## config.mk

```make
export PLATFORM = sky130hd
export DESIGN_NAME = cp0_nested
export DESIGN_NICKNAME = d
export VERILOG_FILES = /design/src/rtl/cp0_nested.sv
export SDC_FILE = /design/constraint.sdc
export NUM_CORES = 1
export LEC_CHECK = 0
export CAP_MARGIN = 20
export CELL_PAD_IN_SITES_DETAIL_PLACEMENT = 0
export CELL_PAD_IN_SITES_GLOBAL_PLACEMENT = 1
export CORE_MARGIN = 4
export CORE_UTILIZATION = 35
export DETAILED_ROUTE_END_ITERATION = 10
export GPL_TIMING_DRIVEN = 0
export MAX_ROUTING_LAYER = met4
export PLACE_DENSITY_LB_ADDON = 0.1
export SYNTH_ARGS = -nofsm -noshare
export SYNTH_HDL_FRONTEND = slang
export SYNTH_SLANG_ARGS = --single-unit
```

## constraint.sdc

```tcl
create_clock -name i_clk -period 3.2 [get_ports i_clk]
set_input_delay 0.48 -clock i_clk [delete_from_list [all_inputs] [get_ports i_clk]]
set_output_delay 0.48 -clock i_clk [all_outputs]
set_load 0.05 [all_outputs]
```

## src/rtl/cp0_nested.sv

```systemverilog
// cp0_nested: coprocessor-0 for the 54-instruction MIPS core.
// Holds Status, Cause and EPC, plus a hardware EPC/IE stack so that
// exceptions and interrupts can nest up to NEST_DEPTH levels. Produces a
// registered one-cycle redirect pulse (o_exc_take/o_exc_pc) for the PC mux.
// Optional feature macro: CP0_TIMER_EN adds Count (reg 9) and Compare
// (reg 11); timer-pending drives IP[7].
module cp0_nested #(
  parameter int          NUM_IRQ    = 6,
  parameter int          NEST_DEPTH = 4,
  parameter logic [31:0] EXC_VECTOR = 32'h0000_4180
) (
  input  logic               i_clk,
  input  logic               i_rst,
  input  logic               i_mfc0,
  input  logic               i_mtc0,
  input  logic [4:0]         i_addr,
  input  logic [31:0]        i_wdata,
  output logic [31:0]        o_rdata,
  input  logic               i_exception,
  input  logic [4:0]         i_cause,
  input  logic               i_eret,
  input  logic [31:0]        i_pc,
  input  logic [NUM_IRQ-1:0] i_irq,
  output logic [31:0]        o_status,
  output logic               o_exc_take,
  output logic [31:0]        o_exc_pc,
  output logic [3:0]         o_depth,
  output logic               o_nest_overflow
);

  localparam logic [4:0] ADDR_COUNT   = 5'd9;
  localparam logic [4:0] ADDR_COMPARE = 5'd11;
  localparam logic [4:0] ADDR_STATUS  = 5'd12;
  localparam logic [4:0] ADDR_CAUSE   = 5'd13;
  localparam logic [4:0] ADDR_EPC     = 5'd14;
  localparam logic [3:0] DEPTH_MAX    = 4'(NEST_DEPTH);

  // architectural state
  logic        r_ie;
  logic [7:0]  r_im;
  logic [4:0]  r_exccode;
  logic [7:0]  r_ip;
  logic [3:0]  r_depth;
  logic        r_ovf;
  logic        r_take;
  logic [31:0] r_exc_pc;

  // EPC / saved-IE stack; entry 0 is the outermost level
  logic [31:0]           r_epc [NEST_DEPTH];
  logic [NEST_DEPTH-1:0] r_sie;

  // decoded per-cycle control
  logic [7:0]  w_irq_ext;
  logic [7:0]  w_ip_next;
  logic        w_int_req;
  logic        w_entry;
  logic        w_do_eret;
  logic        w_do_mtc0;
  logic        w_full;
  logic [2:0]  w_top_idx;
  logic [2:0]  w_push_idx;
  logic [31:0] w_top_epc;
  logic        w_top_sie;
  logic        w_epc_we;
  logic [2:0]  w_epc_widx;
  logic [31:0] w_epc_wdata;
  logic        w_sie_we;
  logic [31:0] w_status;
  logic [31:0] w_cause;

`ifdef CP0_TIMER_EN
  logic [31:0] r_count;
  logic [31:0] r_compare;
  logic        r_tpend;
`endif

  // widen the external irq lines onto the 8-bit IP field
  always_comb begin
    w_irq_ext = 8'h00;
    w_irq_ext[NUM_IRQ-1:0] = i_irq;
  end

`ifdef CP0_TIMER_EN
  // timer-pending joins irq[7] in the same sampling stage
  always_comb begin
    w_ip_next    = w_irq_ext;
    w_ip_next[7] = w_irq_ext[7] | r_tpend;
  end
`else
  // without the timer IP[7] comes only from the irq lines
  always_comb begin
    w_ip_next = w_irq_ext;
  end
`endif

  // event arbitration: exception > interrupt > eret > mtc0
  always_comb begin
    w_int_req  = r_ie & (|(r_ip & r_im));
    w_entry    = i_exception | w_int_req;
    w_do_eret  = (~w_entry) & i_eret;
    w_do_mtc0  = (~w_entry) & (~i_eret) & i_mtc0;
    w_full     = (r_depth == DEPTH_MAX);
    w_push_idx = r_depth[2:0];
    if (r_depth == 4'd0) begin
      w_top_idx = 3'd0;
    end else begin
      w_top_idx = 3'(r_depth - 4'd1);
    end
  end

  // top-of-stack read mux (entry 0 when the stack is empty)
  always_comb begin
    w_top_epc = 32'h0000_0000;
    w_top_sie = 1'b0;
    for (int i = 0; i < NEST_DEPTH; i++) begin
      w_top_epc = (w_top_idx == 3'(i)) ? r_epc[i] : w_top_epc;
      w_top_sie = (w_top_idx == 3'(i)) ? r_sie[i] : w_top_sie;
    end
  end

  // stack write control: push on entry, overwrite top on overflow or MTC0 EPC
  always_comb begin
    w_epc_we    = 1'b0;
    w_epc_widx  = w_top_idx;
    w_epc_wdata = i_pc;
    w_sie_we    = 1'b0;
    if (w_entry) begin
      w_epc_we = 1'b1;
      if (!w_full) begin
        w_epc_widx = w_push_idx;
        w_sie_we   = 1'b1;
      end else begin
        w_epc_widx = w_top_idx;
      end
    end else if (w_do_mtc0 && (i_addr == ADDR_EPC)) begin
      w_epc_we    = 1'b1;
      w_epc_wdata = i_wdata;
    end else begin
      w_epc_we = 1'b0;
    end
  end

  // visible register images
  always_comb begin
    w_status = {16'h0000, r_im, 6'b000000, (r_depth != 4'd0), r_ie};
    w_cause  = {16'h0000, r_ip, 1'b0, r_exccode, 2'b00};
  end

  // MFC0 read port: zero unless strobed and mapped
  always_comb begin
    o_rdata = 32'h0000_0000;
    if (i_mfc0) begin
      case (i_addr)
        ADDR_STATUS:  o_rdata = w_status;
        ADDR_CAUSE:   o_rdata = w_cause;
        ADDR_EPC:     o_rdata = w_top_epc;
`ifdef CP0_TIMER_EN
        ADDR_COUNT:   o_rdata = r_count;
        ADDR_COMPARE: o_rdata = r_compare;
`endif
        default:      o_rdata = 32'h0000_0000;
      endcase
    end else begin
      o_rdata = 32'h0000_0000;
    end
  end

  // EPC and saved-IE stack storage
  always_ff @(posedge i_clk) begin
    if (i_rst) begin
      for (int i = 0; i < NEST_DEPTH; i++) begin
        r_epc[i] <= 32'h0000_0000;
      end
      r_sie <= '0;
    end else begin
      for (int i = 0; i < NEST_DEPTH; i++) begin
        if (w_epc_we && (w_epc_widx == 3'(i))) begin
          r_epc[i] <= w_epc_wdata;
        end
        if (w_sie_we && (w_epc_widx == 3'(i))) begin
          r_sie[i] <= r_ie;
        end
      end
    end
  end

  // Status/Cause/depth state and the registered redirect pulse
  always_ff @(posedge i_clk) begin
    if (i_rst) begin
      r_ie      <= 1'b0;
      r_im      <= 8'h00;
      r_exccode <= 5'b00000;
      r_ip      <= 8'h00;
      r_depth   <= 4'd0;
      r_ovf     <= 1'b0;
      r_take    <= 1'b0;
      r_exc_pc  <= 32'h0000_0000;
    end else begin
      r_ip   <= w_ip_next;
      r_take <= w_entry | w_do_eret;
      if (w_entry) begin
        r_exc_pc <= EXC_VECTOR;
      end else if (w_do_eret) begin
        r_exc_pc <= w_top_epc;
      end else begin
        r_exc_pc <= 32'h0000_0000;
      end

      if (w_entry) begin
        r_ie      <= 1'b0;
        r_exccode <= i_exception ? i_cause : 5'b00000;
        if (w_full) begin
          r_ovf <= 1'b1;
        end else begin
          r_depth <= r_depth + 4'd1;
        end
      end else if (w_do_eret) begin
        // at depth 0 an ERET only redirects; IE and depth stay put
        if (r_depth != 4'd0) begin
          r_ie    <= w_top_sie;
          r_depth <= r_depth - 4'd1;
        end
      end else if (w_do_mtc0 && (i_addr == ADDR_STATUS)) begin
        r_ie <= i_wdata[0];
        r_im <= i_wdata[15:8];
      end
    end
  end

`ifdef CP0_TIMER_EN
  // free-running Count, Compare and the sticky timer-pending flag
  always_ff @(posedge i_clk) begin
    if (i_rst) begin
      r_count   <= 32'h0000_0000;
      r_compare <= 32'h0000_0000;
      r_tpend   <= 1'b0;
    end else begin
      if (w_do_mtc0 && (i_addr == ADDR_COUNT)) begin
        r_count <= i_wdata;
      end else begin
        r_count <= r_count + 32'd1;
      end
      if (w_do_mtc0 && (i_addr == ADDR_COMPARE)) begin
        r_compare <= i_wdata;
        r_tpend   <= 1'b0;
      end else if ((r_count == r_compare) && (r_compare != 32'h0000_0000)) begin
        r_tpend <= 1'b1;
      end
    end
  end
`endif

  assign o_status        = w_status;
  assign o_exc_take      = r_take;
  assign o_exc_pc        = r_exc_pc;
  assign o_depth         = r_depth;
  assign o_nest_overflow = r_ovf;

endmodule

```

==> impl_results.md, run 1 <==
* Outcome: complete, but fails checks
* Failing checks: setup timing
* Tcrit/Tclk final at 103%
* Arr. time, crit path at approximately 2.8 ns
* Initial antenna violation count at 0
* Worst-skew pair later-pin latency at 0.44 ns
* Number of clock sinks at 190
* Fraction of synthesized area in multiplexers at 1.21%
* Complex-gate fraction of the synthesized area at roughly 18%
* Min Hold Slack at 0.440 ns
* Share of layout cells above drive strength 1 at between 10% and 20%
* CTS Root Cell: clkbuf_16
* CP Max Fanout at 10
* Detail Route Antenna Nets at 0
* Worst Path Class, Setup: reg2out
* Predominant post-synthesis flop cell: edfxtp_1
* Simple-Gate Fraction of Synth Area at between 15 and 20%
* Min-delay worst type: in2reg
* Kind of cell adding the most delay to the critical path: compound AO/OA/AOI/OAI gates
* # diodes at 0
* Peak supply drop at 266 uV
* GPL Wtd Cong at 0.900
* Routed WL at about 34 mm
* DRT Pass-1 Iters at 5
* TritonCTS clock tree: done
* Synth Area in Adders at less than 1%
* Final HPWL DP at 23.5 mm
* GRT Overall Usage at a little under a quarter
* Minimum clock period at 3.29 ns
* Die X at 171 um
* Slowest cell on crit path: a31oi_4
* Slew HR at between 20% and 30%
* Setup Skew at about 0.014 ns
* Netlist cell types at a little under 60
* Routed vias at roughly 8000
* Leakage at approximately 0.0047 uW
* Initial core utilization at approximately 36%
* Power per cell area at around 600 mW/mm^2
* Post-Synth XOR/XNOR Area at less than 1%
* Wire length per cell at 22.7 um
* RSZ-0062 raised after global routing: true
* Startpoint types: flop
* Core area at approximately 0.026 mm^2
* Ys Warns at 0
* Vias per cell at 5.41
* CP max stage delay at approximately 0.44 ns
* Setup TNS at -1.51 ns
* Critical-path cell list: buf_8, inv_6, ha_4, buf_6, xnor2_4, a31oi_4, buf_4, o311ai_2, a22o_1, and2_1, buf_4
* Mapped cell area at 0.00931 mm^2
* Iteration-0 DRC count of the detailed router at just under 700
* Post-synth EDFFs at between 100 and 150
* Fin nets at roughly 1200
* Area Overhead vs Synth at 37.1%
* Pins Over Slew Limit at 0
* Synth top area share at between 40 and 50%
* Total grt overflow at 0
* Fill count at around 2500
* Clk slew on worst S/H paths at about 0.08 ns
* # setup viols final at 32
* Worst setup EP type: output port
* Synth Register Bits at between 150 and 200
* Top cells by area, synth: edfxtp_1 (41%), dfxtp_1 (13%), nor2_1 (6.6%)
* Clock buffer depth at 2
* Largest net degree at the start of global routing at 33
* Crit-path most repeated cell: buf_4
* Synth area leader: edfxtp_1
* Final WS setup at -0.0949 ns
* Vias in the first global route at approximately 8100
* Row Count at 59
* CP Buf/Inv Count at 5
* Largest family of logic cells by synthesized area: simple AND/OR/NAND/NOR gates
* TritonCTS buffer count at 17
* Async S/R FF share, synth at 0%
* First-pass GRT wire length at 50.3 mm
* Fin. Hold Viols at 0
* Required time of the critical path at 2.72 ns
* Post-synthesis sequential area ratio at between 50 and 60%
* FMAX at between 0.3 and 0.4 GHz
* Slew @ Worst Pin at about 1.1 ns
* Die extent in y at between 150 and 200 um
* DRC viols at 0
* Synthesized instance count at about 940
* IO Count at 188
* CTS HTree Levels at 4
* Syn avg cell area at just under 10 um^2
* Number of port buffers at between 150 and 200
* DIE AREA at a little under 0.03 mm^2
* Max Cap Violations at 0
==> power breakdown <==
part	internal [uW]	switching, uW
Combinational	1020	1680
Clock	1010	1010
Sequential	2860	72.3
==> repair_timing <==
action,4_1_cts,5_1_grt
setup buffers,10,2
resized for setup,323,25
hold buffers,0,0
setup endpoints to repair,138,32
pin swaps,24,9
gates cloned,4,0
==> path summary, 6_finish.rpt <==
path | start | end | slack [ns] | cells after the start
min | i_exception | r_exccode[1]$_SDFFE_PP0N_ | 0.44 | 3
max reg2reg | r_im[0]$_SDFFE_PP0P_ | r_epc[0][6]$_SDFFCE_PN0P_ | 0.16 | 6
min reg2reg | r_sie[3]$_SDFFE_PP0P_ | r_ie$_SDFFE_PP0P_ | 0.47 | 2
max | o_depth[0]$_SDFFE_PP0P_ | o_rdata[30] | -0.09 | 11
==> state kept, by name, summed over array words and instances, names as in the netlist <==
signal / flops
o_exc_pc: 32
r_sie: 4
r_exccode: 5
r_im: 8
o_depth: 4
r_epc: 128
r_ie: 1
o_exc_take: 1
o_nest_overflow: 1
r_ip: 6
==> cells by family after synthesis <==
kind of cell | Yosys count
flip-flops | 190
adder cells (fa/ha/maj) | 3
AO/OA/AOI/OAI | 226
other | 1
buffers and inverters | 125
multiplexers | 11
AND/OR/NAND/NOR | 384
XOR/XNOR | 1
==> routing by layer <==
| metal | wire length, um | up-vias | global-route usage [%] |
|---|---|---|---|
| li1 | - | 3763 | - |
| met1 | 15800 | 3987 | 33.8 |
| met2 | 15500 | 347 | 36.2 |
| met3 | 2340 | 43 | 3.77 |
| met4 | 573 | 0 | 5.44 |
| met5 | 0 | - | - |
==> synthesized netlist by cell type (14+ instances only) <==
cell type,number
clkbuf_1,50
o311ai_0,17
nand2_1,63
o21ai_0,16
a21o_1,34
a22o_1,16
nand4_1,21
or3b_2,14
o21a_1,18
inv_1,24
o31ai_1,15
buf_2,18
nor2_1,164
a21oi_1,48
and2_1,47
nand3_1,40
dfxtp_1,62
a211o_1,15
edfxtp_1,128
buf_4,26
==> worst reg2reg max path, cell delays in order, from the launching register on <==
cell	delay, ns
dfxtp_1	0.35
a22oi_1	0.44
a31o_2	0.30
mux2_2	0.38
o211ai_1	0.54
clkbuf_1	0.63
nor2_1	0.12
==> final cells by class <==
type / count / area [um^2] / share of cell area, %
clock inverter: 13 / 108 / 0.843
buffer: 97 / 684 / 5.36
multi-input combinational: 647 / 4150 / 32.5
timing repair buffer: 179 / 1780 / 13.9
inverter: 24 / 95.1 / 0.745
tap: 335 / 419 / 3.29
sequential: 190 / 5090 / 39.9
clock buffer: 19 / 433 / 3.39
==> placed cells by master (no fill, tap or decap), types with 7 or more instances in the layout <==
| cell | count |
|---|---|
| a211o_1 | 15 |
| a21o_1 | 34 |
| a21oi_1 | 48 |
| a22o_1 | 16 |
| and2_1 | 36 |
| and2_4 | 10 |
| buf_2 | 15 |
| buf_4 | 56 |
| buf_6 | 23 |
| clkbuf_1 | 29 |
| clkbuf_16 | 19 |
| clkbuf_8 | 7 |
| clkdlybuf4s50_1 | 130 |
| conb_1 | 22 |
| dfxtp_1 | 59 |
| edfxtp_1 | 128 |
| inv_1 | 22 |
| mux2i_1 | 9 |
| nand2_1 | 61 |
| nand3_1 | 39 |
| nand4_1 | 21 |
| nor2_1 | 161 |
| nor2b_1 | 7 |
| o21a_1 | 18 |
| o21ai_0 | 14 |
| o311ai_1 | 10 |
| o31ai_4 | 13 |
| or3b_4 | 11 |
==> per-stage QoR <==
step | instances | setup WS, ns | util [%] | area [um^2] | power (uW)
detailed placement | 1461 | -1.26 | 44.7 | 11700 | 5280
CTS | 1503 | -0.151 | 48.5 | 12700 | 7600
global placement | 1459 | -1.26 | 44.6 | 11600 | 5260
finish | 1504 | -0.0949 | 48.8 | 12800 | 7650
floorplan | 962 | 0.0142 | - | 9610 | 4420
global route | 1504 | -0.195 | 48.8 | 12800 | 7950
(Power assumes the default switching activity.)
==> inputs of run 2 (changes only) <==
Settings changed: CORE_UTILIZATION 35 to 40, HOLD_SLACK_MARGIN set to 0.05.
==> run 2 against run 1 <==
The flow still finishes with violations (setup timing). Hold slack worse by 0.0027 ns. Cell area up 1.8%. First-iteration DRC count up 3.8%. Clock skew about the same. Wire length down 2.1%. Clock power up 7%. Register-to-register slack worse by 0.08 ns. Flip-flop and latch count unchanged. Largest cell class unchanged. Highest routed layer unchanged.
==> impl_results.md, run 2 (synthesis results as in run 1) <==
* Die X at 161 um (-6.2%)
* DRT Pass-1 Iters at 6 (+1)
* TritonCTS clock tree: done
* Placed Cells at 1439 (-1.5%)
* # setup viols final at 25 (-22%)
* Number of clock sinks at 190 (unchanged)
* Reg2Reg Setup Slack at 0.08 ns (-0.08 ns)
* IO Count at 188 (unchanged)
* Reg2Reg Depth at 6 (unchanged)
* Power per cell area at 611 mW/mm^2 (+1.8%)
* Final HPWL DP at 22.7 mm (-3.7%)
* Row Count at 55 (-6.8%)
* TritonCTS buffer count at 17 (unchanged)
* Min-delay worst type: in2reg
* Total grt overflow at 0 (unchanged)
* Max reg flops at 128 (unchanged)
* Peak supply drop at 425 uV (+60%)
* Clk slew on worst S/H paths at 0.07 ns (about the same)
* Slew @ Worst Pin at 1.07 ns (-0.0662 ns)
* Minimum clock period at 3.34 ns (+0.0492 ns)
* CTS Root Cell: clkbuf_16
* Commonest cells after routing, fill and taps aside: nor2_1 (161), clkdlybuf4s50_1 (130), edfxtp_1 (128), nand2_1 (61), dfxtp_1 (59)
* Largest net degree at the start of global routing at 33 (unchanged)
* Wire length per cell at 22.5 um (-1.1%)
* Fin. Hold Viols at 0 (unchanged)
* Post-DP Area at 0.0117 mm^2 (-0.24%)
* Number of port buffers at 162 (unchanged)
* Outcome: complete, but fails checks
* Kind of cell adding the most delay to the critical path: buffers and inverters
* DRC viols at 0 (unchanged)
* Cell area after layout at 0.0130 mm^2 (+1.8%)
* RSZ-0062 raised after global routing: true
* Final core occ at 57.0% (+8.2 points)
* CP max stage delay at 0.36 ns (-0.08 ns)
* Worst Hold Launch: i_exception
* Core area at 0.0228 mm^2 (-13%)
* Worst slack, placed at -1.23 ns (+0.0256 ns)
* Die extent in y at 161 um (-6.2%)
* Vias per cell at 5.58 (+3.1%)
* Worst hold endpoint: r_exccode[2]$_SDFFE_PP0N_
* Clock buffer depth at 2 (unchanged)
* DIE AREA at 0.0258 mm^2 (-12%)
* Leakage at 0.00481 uW (+2.5%)
* Hold path depth at 3 (unchanged)
* Pins Over Slew Limit at 0 (unchanged)
* Tcrit/Tclk final at 105% (+1.5 points)
* Routed vias at 8312 (+2.1%)
* CP Buf/Inv Count at 5 (unchanged)
* Critical-path cell list: buf_8, inv_6, ha_4, buf_6, xnor2_4, a31oi_4, buf_8, or3b_4, a21o_1, o21ai_2, buf_6
* Worst Path Class, Setup: reg2out
* Vias in the first global route at 8241 (+2.2%)
* Arr. time, crit path at 2.86 ns (+0.05 ns)
* Setup Skew at 0.0135 ns (-0.000182 ns)
* CTS Hold Bufs at 0 (unchanged)
* Layout Cells excl Fill at 1490 (-0.93%)
* Reg-to-Reg Start: r_im[0]$_SDFFE_PP0P_
* Setup TNS at -1.89 ns (-0.385 ns)
* Max Cap Violations at 0 (unchanged)
* # diodes at 0 (unchanged)
* Fin nets at 1253 (+0.64%)
* Largest Register: r_epc
* CP Max Fanout at 8 (-2)
* Commonest non-fill, non-tap cell in the layout: nor2_1
* Worst-skew pair later-pin latency at 0.44 ns (about the same)
* GRT Overall Usage at 26.0% (+2.2 points)
* Routed WL at 33.5 mm (-2.1%)
* Slew HR at 28.3% (+4.4 points)
* Worst setup EP type: output port
* Startpoint types: flop
* Worst reg2reg path endpoint: r_epc[1][7]$_SDFFCE_PN0P_
* Iteration-0 DRC count of the detailed router at 707 (+3.8%)
* Initial antenna violation count at 0 (unchanged)
* Fill count at 2033 (-20%)
* Initial core utilization at 40.9% (+5.2 points)
* Detail Route Antenna Nets at 0 (unchanged)
* Slowest cell on crit path: dfxtp_4
* First-pass GRT wire length at 49.3 mm (-2.0%)
* Failing checks: setup timing
* Area Overhead vs Synth at 39.6%
* FMAX at 0.299 GHz (-1.5%)
* CTS HTree Levels at 4 (unchanged)
* Required time of the critical path at 2.72 ns (about the same)
* GPL Wtd Cong at 0.867 (-3.7%)
* Share of layout cells above drive strength 1 at 21.8% (+2.0 points)
* Final WS setup at -0.144 ns (-0.0492 ns)
## run 2: worst max path at each step
stage             endpoint                     from  cells past startpoint
2_1_floorplan  o_rdata[10]  o_depth[0]$_SDFFE_PP0P_                     10
6_report        o_rdata[8]  o_depth[0]$_SDFFE_PP0P_                     11
4_1_cts        o_rdata[14]  o_depth[0]$_SDFFE_PP0P_                     11
3_3_place_gp   o_rdata[15]  o_depth[0]$_SDFFE_PP0P_                     12
5_1_grt        o_rdata[12]  o_depth[0]$_SDFFE_PP0P_                     11
3_5_place_dp   o_rdata[15]  o_depth[0]$_SDFFE_PP0P_                     12
## run 2: per-stage QoR
stage,power [uW],hold slack [ns]
2_1_floorplan,4420,0.448
3_3_place_gp,5230,0.449
3_5_place_dp,5240,0.453
4_1_cts,7710,0.431
5_1_grt,8210,0.450
6_report,7930,0.437
## run 2: layout make-up
cell class	count	area, um^2	share of cell area, %
Sequential cell	190	5100	39.2
Buffer	97	689	5.31
Multi-Input combinational cell	647	4210	32.4
Clock inverter	13	140	1.08
Inverter	24	95.1	0.732
Timing Repair Buffer	187	1930	14.8
Tap cell	313	392	3.01
Clock buffer	19	443	3.41
## run 2: repair_timing
item	4_1_cts	5_1_grt
pin swaps	24	16
endpoints found under the setup margin	45	233
gates resized for setup	329	63
buffers inserted	10	11
cloned	3	0
## run 2: worst min-delay path: stages
cell      delay, ns
clkbuf_2       0.18
a22oi_1        0.11
nor2_1         0.07
## run 2: layer usage
metal  share of wire, %  vias up  track usage (%)
met4                2.0        0             7.94
li1                   -     3787                -
met1                 43     4041             34.9
met2                 46      432             39.9
met3                9.0       52             5.49
met5                  0        -                -
## run 2: where the power goes
part,leakage [uW],switching (uW),internal (uW)
combinational,0.00270,1710,1140
sequential,0.00184,72.1,2860
clock,0.000277,983,1180
